`config.mk`:
```
export PLATFORM = sky130hd
export DESIGN_NAME = pipeline_hazard_ctrl_flat
export DESIGN_NICKNAME = d
export VERILOG_FILES = /design/src/rtl/hazard_pkg.sv /design/src/rtl/pipeline_hazard_ctrl_if.sv /design/src/rtl/pipeline_hazard_ctrl_dmem_wait_fsm.sv /design/src/rtl/pipeline_hazard_ctrl.sv /design/src/flat_wrapper.sv
export SDC_FILE = /design/constraint.sdc
export NUM_CORES = 1
export LEC_CHECK = 0
export CELL_PAD_IN_SITES_DETAIL_PLACEMENT = 0
export CELL_PAD_IN_SITES_GLOBAL_PLACEMENT = 1
export CORE_MARGIN = 4
export CORE_UTILIZATION = 22
export CTS_BUF_LIST = sky130_fd_sc_hd__clkbuf_4 sky130_fd_sc_hd__clkbuf_8
export DETAILED_ROUTE_END_ITERATION = 10
export PLACE_DENSITY_LB_ADDON = 0.1
export RECOVER_POWER = 100
export SYNTH_ARGS = -nofsm -noshare
export SYNTH_HDL_FRONTEND = slang
export SYNTH_SLANG_ARGS = --single-unit
```
`constraint.sdc`:
```
create_clock -name clk -period 2.8 [get_ports clk]
set_clock_uncertainty 0.05 [all_clocks]
set_input_delay 0.56 -clock clk [delete_from_list [all_inputs] [get_ports clk]]
set_output_delay 0.56 -clock clk [all_outputs]
set_load 0.1 [all_outputs]
```
`src/rtl/hazard_pkg.sv`:
```
// hazard_pkg: shared FSM state, forward-select encodings and register helpers for pipeline_hazard_ctrl
package hazard_pkg;
  typedef enum logic [1:0] {MEM_IDLE, MEM_WAIT, MEM_FAULT} mem_state_t;
  typedef logic [1:0] fwd_sel_t;
  localparam fwd_sel_t FWD_NONE = 2'b00;
  localparam fwd_sel_t FWD_WB = 2'b01;
  localparam fwd_sel_t FWD_MEM = 2'b10;
  localparam logic [4:0] REG_ZERO = 5'd0;
  // A writer hits a source only when it really writes and the register is not $0.
  function automatic logic reg_hit(input logic we, input logic [4:0] dst, input logic [4:0] src);
    return we && dst != REG_ZERO && dst == src;
  endfunction
endpackage

```
`src/rtl/pipeline_hazard_ctrl_if.sv`:
```
// pipeline_hazard_ctrl_if: datapath <-> hazard controller bundle
//   master: datapath side (drives register numbers, stage flags, dmem_ready; receives controls)
//   slave : controller side (drives forward selects, stalls, flushes, dmem_req, mem_fault, counters)
interface pipeline_hazard_ctrl_if #(parameter int STAT_W = 32);
  import hazard_pkg::*;
  logic [4:0] rsD, rtD, rsE, rtE, writeregE, writeregM, writeregW;
  logic regwriteE, regwriteM, regwriteW, memtoregE, memtoregM, memwriteM;
  logic branchD, jumpD, pcsrcD, dmem_ready;
  logic dmem_req;
  fwd_sel_t forwardAE, forwardBE;
  logic forwardAD, forwardBD;
  logic stallF, stallD, stallE, stallM, flushD, flushE, flushW, mem_fault;
  logic [STAT_W-1:0] stall_cycles, flush_count;
  modport master (
    output rsD, rtD, rsE, rtE, writeregE, writeregM, writeregW,
           regwriteE, regwriteM, regwriteW, memtoregE, memtoregM, memwriteM,
           branchD, jumpD, pcsrcD, dmem_ready,
    input  dmem_req, forwardAE, forwardBE, forwardAD, forwardBD,
           stallF, stallD, stallE, stallM, flushD, flushE, flushW, mem_fault,
           stall_cycles, flush_count
  );
  modport slave (
    input  rsD, rtD, rsE, rtE, writeregE, writeregM, writeregW,
           regwriteE, regwriteM, regwriteW, memtoregE, memtoregM, memwriteM,
           branchD, jumpD, pcsrcD, dmem_ready,
    output dmem_req, forwardAE, forwardBE, forwardAD, forwardBD,
           stallF, stallD, stallE, stallM, flushD, flushE, flushW, mem_fault,
           stall_cycles, flush_count
  );
endinterface

```
`src/rtl/pipeline_hazard_ctrl_dmem_wait_fsm.sv`:
```
// dmem_wait_fsm: data-memory wait-state sequencer with timeout
//   in : clk, reset (sync, active-high), mem_op (load/store in MEM), dmem_ready
//   out: memstall (comb), dmem_req (comb), mem_fault (registered, sticky until reset)
module dmem_wait_fsm
  import hazard_pkg::*;
#(
  parameter int MEM_TIMEOUT = 16
) (
  input  logic clk,
  input  logic reset,
  input  logic mem_op,
  input  logic dmem_ready,
  output logic memstall,
  output logic dmem_req,
  output logic mem_fault
);
  localparam int CW = $clog2(MEM_TIMEOUT);
  localparam logic [CW-1:0] CNT_LAST = CW'(MEM_TIMEOUT - 1);
  mem_state_t state_q, state_d;
  logic [CW-1:0] cnt_q, cnt_d;
  logic fault_q, fault_d;
  always_comb begin
    state_d = state_q;
    cnt_d = cnt_q;
    memstall = 1'b0;
    dmem_req = mem_op && state_q != MEM_FAULT;
    case (state_q)
      MEM_IDLE: if (dmem_req && !dmem_ready) begin
        memstall = 1'b1;
        state_d = MEM_WAIT;
        cnt_d = CW'(1);
      end
      // A ready arriving on the last allowed wait cycle still completes the access.
      MEM_WAIT: begin
        memstall = !dmem_ready;
        if (dmem_ready) begin
          state_d = MEM_IDLE;
          cnt_d = '0;
        end else if (cnt_q == CNT_LAST) state_d = MEM_FAULT;
        else cnt_d = cnt_q + 1'b1;
      end
      MEM_FAULT: memstall = 1'b1;
      default: state_d = MEM_IDLE;
    endcase
    fault_d = state_d == MEM_FAULT;
  end
  always_ff @(posedge clk) begin
    if (reset) begin
      state_q <= MEM_IDLE;
      cnt_q <= '0;
      fault_q <= 1'b0;
    end else begin
      state_q <= state_d;
      cnt_q <= cnt_d;
      fault_q <= fault_d;
    end
  end
  assign mem_fault = fault_q;
endmodule

```
`src/rtl/pipeline_hazard_ctrl.sv`:
```
// pipeline_hazard_ctrl: forwarding, stall and flush control for the 5-stage MIPS pipeline
//   clk, reset (sync, active-high); hz (slave modport): stage register numbers/flags in,
//   forward selects, stallF/D/E/M, flushD/E/W, dmem_req, mem_fault, perf counters out.
//   HAZARD_STATS_EN: when defined, stall_cycles/flush_count count saturating; otherwise tied to 0.
module pipeline_hazard_ctrl
  import hazard_pkg::*;
#(
  parameter int MEM_TIMEOUT = 16,
  parameter int STAT_W = 32
) (
  input logic clk,
  input logic reset,
  pipeline_hazard_ctrl_if.slave hz
);
  logic lwstall, brstall, memstall, stall_fd;
  dmem_wait_fsm #(.MEM_TIMEOUT(MEM_TIMEOUT)) u_fsm (
    .clk(clk),
    .reset(reset),
    .mem_op(hz.memtoregM | hz.memwriteM),
    .dmem_ready(hz.dmem_ready),
    .memstall(memstall),
    .dmem_req(hz.dmem_req),
    .mem_fault(hz.mem_fault)
  );
  always_comb begin
    hz.forwardAE = reg_hit(hz.regwriteM, hz.writeregM, hz.rsE) ? FWD_MEM :
                   reg_hit(hz.regwriteW, hz.writeregW, hz.rsE) ? FWD_WB : FWD_NONE;
    hz.forwardBE = reg_hit(hz.regwriteM, hz.writeregM, hz.rtE) ? FWD_MEM :
                   reg_hit(hz.regwriteW, hz.writeregW, hz.rtE) ? FWD_WB : FWD_NONE;
    hz.forwardAD = reg_hit(hz.regwriteM, hz.writeregM, hz.rsD);
    hz.forwardBD = reg_hit(hz.regwriteM, hz.writeregM, hz.rtD);
    lwstall = hz.memtoregE && (reg_hit(1'b1, hz.rtE, hz.rsD) || reg_hit(1'b1, hz.rtE, hz.rtD));
    brstall = hz.branchD && (reg_hit(hz.regwriteE, hz.writeregE, hz.rsD) ||
                             reg_hit(hz.regwriteE, hz.writeregE, hz.rtD) ||
                             reg_hit(hz.memtoregM, hz.writeregM, hz.rsD) ||
                             reg_hit(hz.memtoregM, hz.writeregM, hz.rtD));
    stall_fd = lwstall | brstall | memstall;
    hz.stallF = stall_fd;
    hz.stallD = stall_fd;
    hz.stallE = memstall;
    hz.stallM = memstall;
    // A frozen E/M must not also receive a bubble, so memstall suppresses flushE.
    hz.flushE = (lwstall | brstall) & ~memstall;
    // A stalled taken branch re-resolves once the stall clears, so no flush yet.
    hz.flushD = (hz.pcsrcD | hz.jumpD) & ~stall_fd;
    // Bubble into WB so the frozen MEM instruction is written back only once.
    hz.flushW = memstall;
  end
`ifdef HAZARD_STATS_EN
  logic [STAT_W-1:0] sc_q, sc_d, fc_q, fc_d;
  always_comb begin
    sc_d = sc_q + STAT_W'(hz.stallF && !(&sc_q));
    fc_d = fc_q + STAT_W'((hz.flushD | hz.flushE) && !(&fc_q));
  end
  always_ff @(posedge clk) begin
    if (reset) begin
      sc_q <= '0;
      fc_q <= '0;
    end else begin
      sc_q <= sc_d;
      fc_q <= fc_d;
    end
  end
  assign hz.stall_cycles = sc_q;
  assign hz.flush_count = fc_q;
`else
  assign hz.stall_cycles = '0;
  assign hz.flush_count = '0;
`endif
endmodule

```
`src/flat_wrapper.sv`:
```
// flat-port wrapper written by rule: the top's interface ports become plain ports
module pipeline_hazard_ctrl_flat import hazard_pkg::*;
#(
  parameter int MEM_TIMEOUT = 16,
  parameter int STAT_W = 32
)
  (clk, reset, hz_rsD, hz_rtD, hz_rsE, hz_rtE, hz_writeregE, hz_writeregM, hz_writeregW, hz_regwriteE, hz_regwriteM, hz_regwriteW, hz_memtoregE, hz_memtoregM, hz_memwriteM, hz_branchD, hz_jumpD, hz_pcsrcD, hz_dmem_ready, hz_dmem_req, hz_forwardAE, hz_forwardBE, hz_forwardAD, hz_forwardBD, hz_stallF, hz_stallD, hz_stallE, hz_stallM, hz_flushD, hz_flushE, hz_flushW, hz_mem_fault, hz_stall_cycles, hz_flush_count);
  pipeline_hazard_ctrl_if #(.STAT_W(STAT_W)) hz_i ();
  input logic clk;
  input logic reset;
  input wire logic [$bits(hz_i.rsD)-1:0] hz_rsD;
  input wire logic [$bits(hz_i.rtD)-1:0] hz_rtD;
  input wire logic [$bits(hz_i.rsE)-1:0] hz_rsE;
  input wire logic [$bits(hz_i.rtE)-1:0] hz_rtE;
  input wire logic [$bits(hz_i.writeregE)-1:0] hz_writeregE;
  input wire logic [$bits(hz_i.writeregM)-1:0] hz_writeregM;
  input wire logic [$bits(hz_i.writeregW)-1:0] hz_writeregW;
  input wire logic [$bits(hz_i.regwriteE)-1:0] hz_regwriteE;
  input wire logic [$bits(hz_i.regwriteM)-1:0] hz_regwriteM;
  input wire logic [$bits(hz_i.regwriteW)-1:0] hz_regwriteW;
  input wire logic [$bits(hz_i.memtoregE)-1:0] hz_memtoregE;
  input wire logic [$bits(hz_i.memtoregM)-1:0] hz_memtoregM;
  input wire logic [$bits(hz_i.memwriteM)-1:0] hz_memwriteM;
  input wire logic [$bits(hz_i.branchD)-1:0] hz_branchD;
  input wire logic [$bits(hz_i.jumpD)-1:0] hz_jumpD;
  input wire logic [$bits(hz_i.pcsrcD)-1:0] hz_pcsrcD;
  input wire logic [$bits(hz_i.dmem_ready)-1:0] hz_dmem_ready;
  output wire logic [$bits(hz_i.dmem_req)-1:0] hz_dmem_req;
  output wire logic [$bits(hz_i.forwardAE)-1:0] hz_forwardAE;
  output wire logic [$bits(hz_i.forwardBE)-1:0] hz_forwardBE;
  output wire logic [$bits(hz_i.forwardAD)-1:0] hz_forwardAD;
  output wire logic [$bits(hz_i.forwardBD)-1:0] hz_forwardBD;
  output wire logic [$bits(hz_i.stallF)-1:0] hz_stallF;
  output wire logic [$bits(hz_i.stallD)-1:0] hz_stallD;
  output wire logic [$bits(hz_i.stallE)-1:0] hz_stallE;
  output wire logic [$bits(hz_i.stallM)-1:0] hz_stallM;
  output wire logic [$bits(hz_i.flushD)-1:0] hz_flushD;
  output wire logic [$bits(hz_i.flushE)-1:0] hz_flushE;
  output wire logic [$bits(hz_i.flushW)-1:0] hz_flushW;
  output wire logic [$bits(hz_i.mem_fault)-1:0] hz_mem_fault;
  output wire logic [$bits(hz_i.stall_cycles)-1:0] hz_stall_cycles;
  output wire logic [$bits(hz_i.flush_count)-1:0] hz_flush_count;
  assign hz_i.rsD = hz_rsD;
  assign hz_i.rtD = hz_rtD;
  assign hz_i.rsE = hz_rsE;
  assign hz_i.rtE = hz_rtE;
  assign hz_i.writeregE = hz_writeregE;
  assign hz_i.writeregM = hz_writeregM;
  assign hz_i.writeregW = hz_writeregW;
  assign hz_i.regwriteE = hz_regwriteE;
  assign hz_i.regwriteM = hz_regwriteM;
  assign hz_i.regwriteW = hz_regwriteW;
  assign hz_i.memtoregE = hz_memtoregE;
  assign hz_i.memtoregM = hz_memtoregM;
  assign hz_i.memwriteM = hz_memwriteM;
  assign hz_i.branchD = hz_branchD;
  assign hz_i.jumpD = hz_jumpD;
  assign hz_i.pcsrcD = hz_pcsrcD;
  assign hz_i.dmem_ready = hz_dmem_ready;
  assign hz_dmem_req = hz_i.dmem_req;
  assign hz_forwardAE = hz_i.forwardAE;
  assign hz_forwardBE = hz_i.forwardBE;
  assign hz_forwardAD = hz_i.forwardAD;
  assign hz_forwardBD = hz_i.forwardBD;
  assign hz_stallF = hz_i.stallF;
  assign hz_stallD = hz_i.stallD;
  assign hz_stallE = hz_i.stallE;
  assign hz_stallM = hz_i.stallM;
  assign hz_flushD = hz_i.flushD;
  assign hz_flushE = hz_i.flushE;
  assign hz_flushW = hz_i.flushW;
  assign hz_mem_fault = hz_i.mem_fault;
  assign hz_stall_cycles = hz_i.stall_cycles;
  assign hz_flush_count = hz_i.flush_count;
  pipeline_hazard_ctrl #(.MEM_TIMEOUT(MEM_TIMEOUT), .STAT_W(STAT_W)) u_core (.clk(clk), .reset(reset), .hz(hz_i));
endmodule
```
-- Yosys cells after proc, flatten, opt, wreduce, memory -nomap -nowiden
Index checks and enable logic that the tools add are counted.
- input port bits: 47
- output and inout port bits: 79
- register bits: 7
- bitwise operators: 8
- eq/ne operators: 17
- add/subtract/negate cells: 1
- muxes and demuxes: 14
- reductions and logical operators: 32
- operators by type and width (operator ; number):
    == test 5 bit ; 10
    logical AND 1 bit ; 20
    nonzero test 5 bit ; 4
    two-way mux 4 bit ; 3
    two-way mux 2 bit ; 5
    one-hot mux 4 bit (2 select lines) ; 1
    one-hot mux 2 bit (3 select lines) ; 1
    adder 4 x 1 -> 4 bit (second input constant) ; 1
    == test 2 bit (second input constant) ; 2
    == test 4 bit (second input constant) ; 1
    logical OR 1 bit ; 4
    inequality test 2 bit (second input constant) ; 2
    OR 1 bit ; 4
    two-way mux 1 bit ; 3
    inequality test 3 bit (second input constant) ; 1
    one-hot mux 1 bit (3 select lines) ; 1
    AND reduction 3 bit ; 1
    AND 1 bit ; 2
    == test 2 x 1 -> 1 bit (second input constant) ; 1
    logical NOT 2 bit ; 1
    inverter 1 bit ; 2
    nonzero test 2 bit ; 1
    logical NOT 1 bit ; 1

-- Longest topological paths before layout
Gate-level depths: netlist of run 1.
- depth after elaboration: 11
- gate-level depth with buffers: 8
- mapped depth without buffers: 7

-- By module
Synthesis of run 1 repeated with hierarchy kept, for this count alone.
- cell total of the unflattened synthesis: 207
- area, all modules: 1609.0 sq um
- by module, submodules not included (module ; cells an instance ; times used ; sequential area each (sq um) ; area an instance (sq um)):
    pipeline_hazard_ctrl ; 169 ; 1 ; 0.0 ; 1249.9
    dmem_wait_fsm ; 38 ; 1 ; 140.1 ; 359.1

-- Least setup slack after synthesis of run 1
No wires, ideal clock.
- path kind: input-to-output
- from: input port hz_rtE[0]
- to: output port hz_forwardBE[0]
- setup slack: -3.806 ns
- buffers on the path: 1
- data arrival time: 5.996 ns
- cell stages on the path: 5
- cell sequence: clkbuf_1 -> xnor2_1 -> nand3_1 -> nor4_1 -> nor4_1
- cells in the longest elaborated chain, start to end: 4
- ends and longest elaborated chain (what ; RTL line ; text):
    start, declared ; flat_wrapper.sv:14 ; input wire logic [$bits(hz_i.rtE)-1:0] hz_rtE;
    == test 5 bit ; hazard_pkg.sv:11 ; return we && dst != REG_ZERO && dst == src;
    logical AND 1 bit ; hazard_pkg.sv:11 ;
    two-way mux 1 bit ; pipeline_hazard_ctrl.sv:29 ; reg_hit(hz.regwriteW, hz.writeregW, hz.rtE) ? FWD_WB : FWD_NONE;
    two-way mux 2 bit * ; pipeline_hazard_ctrl.sv:28 ; hz.forwardBE = reg_hit(hz.regwriteM, hz.writeregM, hz.rtE) ? FWD_MEM :
    end, declared ; flat_wrapper.sv:30 ; output wire logic [$bits(hz_i.forwardBE)-1:0] hz_forwardBE;
Mark *: on every way between the ends. The rest lies on a longest branch, timed or not.

-- Worst setup path in the final report of run 1
- from: input port hz_writeregW[3]
- to: output port hz_forwardAE[0]
- cells in the longest elaborated chain, start to end: 5
- ends and longest elaborated chain (what ; RTL line ; text):
    start, declared ; flat_wrapper.sv:17 ; input wire logic [$bits(hz_i.writeregW)-1:0] hz_writeregW;
    nonzero test 5 bit ; hazard_pkg.sv:11 ;
    logical AND 1 bit ; hazard_pkg.sv:11 ;
    logical AND 1 bit * ; hazard_pkg.sv:11 ;
    two-way mux 1 bit * ; pipeline_hazard_ctrl.sv:27 ; reg_hit(hz.regwriteW, hz.writeregW, hz.rsE) ? FWD_WB : FWD_NONE;
    two-way mux 2 bit * ; pipeline_hazard_ctrl.sv:26 ; hz.forwardAE = reg_hit(hz.regwriteM, hz.writeregM, hz.rsE) ? FWD_MEM :
    end, declared ; flat_wrapper.sv:29 ; output wire logic [$bits(hz_i.forwardAE)-1:0] hz_forwardAE;
Marked as above.

==> results of run 1 <==
[cells in the final DEF, fill, tap and decap left out, drive strengths merged, types with 4 or more instances in the layout]
cell	synthesis	layout
clkbuf	3	15
nand2	6	6
dlymetal6s2s	0	10
buf	74	62
dfxtp	7	7
nand3	10	10
nor4	4	4
nor3	8	8
dlygate4sd2	0	17
a21oi	7	7
conb	1	64
xnor2	18	18
clkdlybuf4s50	0	9
xor2	34	34
nor2	13	13
or4	6	6
[worst max-delay path, delay by kind of cell]
family / cells / cell delay [ps]
XOR/XNOR: 1 / 130
buffers and inverters: 3 / 660
AND/OR/NAND/NOR: 2 / 800
[stage by stage]
stage                     hold slack (ps)  util [%]  total power, uW  worst slack, ps
after floorplan                       407         -              766            -2050
after global placement                430      38.2              888             -367
after detailed placement              434      38.2              887             -303
after CTS                             441      38.8             1030            0.310
after global routing                  462      38.1             1060            -14.9
final                                 437      38.1             1010             22.0
[layer usage]
metal / vias to the layer above / routed length [um]
met5: - / 0
met3: 4 / 287
li1: 760 / -
met2: 61 / 2400
met1: 676 / 1930
met4: 0 / 40
[power by group]
| group | internal (uW) | switching [uW] |
|---|---|---|
| clock | 108 | 42.7 |
| combinational | 179 | 577 |
| sequential | 103 | 3.11 |
| total | 389 | 623 |
[worst min path at each step]
stage	from	end	slack [ps]	cells after the start
finish	u_core.u_fsm.cnt_q[1]$_SDFFE_PP0P_	u_core.u_fsm.cnt_q[1]$_SDFFE_PP0P_	440	2
floorplan	u_core.u_fsm.cnt_q[1]$_SDFFE_PP0P_	u_core.u_fsm.cnt_q[1]$_SDFFE_PP0P_	410	2
CTS	u_core.u_fsm.cnt_q[1]$_SDFFE_PP0P_	u_core.u_fsm.cnt_q[1]$_SDFFE_PP0P_	440	2
global placement	u_core.u_fsm.cnt_q[1]$_SDFFE_PP0P_	u_core.u_fsm.cnt_q[1]$_SDFFE_PP0P_	430	2
global route	u_core.u_fsm.cnt_q[1]$_SDFFE_PP0P_	u_core.u_fsm.cnt_q[1]$_SDFFE_PP0P_	460	2
detailed placement	u_core.u_fsm.cnt_q[1]$_SDFFE_PP0P_	u_core.u_fsm.cnt_q[1]$_SDFFE_PP0P_	430	2
[sequential cells by signal (all words and copies together), names as in the netlist]
name and cells:
u_core.u_fsm.cnt_q 4, u_core.u_fsm.state_q 2, u_core.u_fsm.mem_fault 1
[cell type report]
| cell class | count | area (sq um) | share of cell area [%] |
|---|---|---|---|
| multi-input cells | 189 | 1280 | 48.8 |
| repair buffers | 112 | 1030 | 39.3 |
| flip-flops and latches | 7 | 140 | 5.35 |
| well taps | 96 | 120 | 4.58 |
| clock buffers | 4 | 48.8 | 1.86 |
| inverters | 1 | 5.00 | 0.191 |
[cells by family after synthesis]
kind of cell / Yosys count / share of synthesized area, %
buffers and inverters: 78 / 35.5
and+or+nand+nor: 55 / 18.3
xor gates and xnor gates: 52 / 28.9
AOI/OAI and AO/OA: 17 / 7.31
DFF: 7 / 8.90
adders and majority gates: 1 / 0.794
other: 1 / 0.238
[timing repair]
item / 4_1_cts / 5_1_grt
setup buffers: 0 / 1
endpoints found under the setup margin: 8 / 9
pin swaps: 11 / 11
gates resized for setup: 50 / 23
==> metrics.txt, run 1 <==
initial drt markers=45; most used flip-flop cell after synthesis=sky130_fd_sc_hd__dfxtp_1; leading cell type by number of instances after synthesis=sky130_fd_sc_hd__buf_4; H-tree levels=1; number of flops mapped to enable cells by yosys=0; clock-pin transition on the worst setup and hold timing paths=40 ps; layout cells sized above 1=34.2%; Peak Freq=360 MHz; Layout area overhead=66.3%; launching instance or port of the critical path=hz_writeregW[3]; clock root buffer master=sky130_fd_sc_hd__clkbuf_8; aggregate global-route resource usage=9.75%; post-layout instance area=2620 sq um; Arr. time, crit path=2170 ps; class of the tightest hold or removal check=register to register; pin count of the biggest net entering global routing=8; largest area contributor in the synthesized netlist=sky130_fd_sc_hd__buf_4; capturing element type of the critical path=output port; number of detailed-route iterations in the first pass=4; proportion of register bits with asynchronous set or reset after synthesis=0%; final number of hold-violating endpoints=0; Detail Route Antenna Nets=0; routing usage on met2=18.0%; mean number of vias per cell=3.67; most used routing layer=met2; vias in the first global route=1423; Max Transition Viols Final=0; clock tree from TritonCTS=built; fin cells=409; top cells by count, synth=67 x sky130_fd_sc_hd__buf_4, 34 x sky130_fd_sc_hd__xor2_1, 18 x sky130_fd_sc_hd__xnor2_1, 12 x sky130_fd_sc_hd__nor2_1, 10 x sky130_fd_sc_hd__nand3_1; number of input and output port buffers inserted=61; average wire per cell in the routed design=11.4 um; Setup violations, final=0; Worst R2R Path Depth=5; period utilization=99.2%; Yosys reg bits=7; net total in the final layout=362; die height=92.6 um; average instance area after synthesis=7.47 sq um; launching element type of the critical path=input pin; placed cell area=2630 sq um; reg-to-reg critical path endpoint=u_core.u_fsm.cnt_q[3]$_SDFFE_PP0P_; classification of the worst setup path=input pin to output port; DIE WIDTH=92.6 um; power density cells=386 nW/um^2; main area contributors after synthesis=sky130_fd_sc_hd__buf_4 32%, sky130_fd_sc_hd__xor2_1 19%, sky130_fd_sc_hd__xnor2_1 10%; max-slew headroom at the worst pin=22.6%; buffers from clock root to sink, at most=2; launch point of the worst reg-to-reg path=u_core.u_fsm.state_q[0]$_SDFF_PP0_; post-layout minimum cycle time=2780 ps; global-route wire length before repair=6760 um; TritonCTS buffer count=3; number of top-level pins=126; fraction of synthesized cell area taken by the top area cell type=31.9%; final wirelength=4660 um; critical path data required time=2190 ps; met1 Resource Use GR=12.1%; HPWL Detailed=4220 um; setup tns final=0 ps; hold buffer count at cts=0; Cell Chain, Critical Path=dlygate4sd2_1, buf_4, xor2_1, or4_4, nor4_4, clkbuf_8; capturing element of the worst setup path=hz_forwardAE[0]; static leakage=0.00126 uW; number of cells produced by synthesis=211; transition time at the pin with the least slew margin=1170 ps; crit-path max FO=2; status=finished clean; Mapped Area=1580 sq um; final weighted congestion in routability-driven placement=0.770; Antenna Diode Count=0; share of the yosys chip area belonging to registers=8.90%; number of maximum-capacitance constraint violations=0; critical path's slowest cell=sky130_fd_sc_hd__or4_4; total DRC errors in the routed layout=0; fraction of met3 tracks used by global routing=0.975%; Filler Cell Count=744; number of placement rows=30; via count=1501; IR Drop Worst-Case VDD=144 uV; number of distinct library cells after synthesis=35; remaining global-route overflow=0; count of yosys warnings during synthesis=0; clk_lat worst skew=230 ps; Placed Cells incl. Taps=404; number of antenna violations at the first check in global routing=0; floorplan die area=8580 sq um; starting density of the core=22.9%; Clock Sinks=7; Core Footprint=6870 sq um; largest incremental delay on the critical path=520 ps; setup slack, reg-to-reg=1000 ps
Power figures use the tool's default switching activity.
==> inputs of run 2 (changes only) <==
- CAP_MARGIN: default -> 10
- SLEW_MARGIN: default -> 20
==> results of run 2 <==
No change in the layout: final DEF, timing and power equal those of run 1.
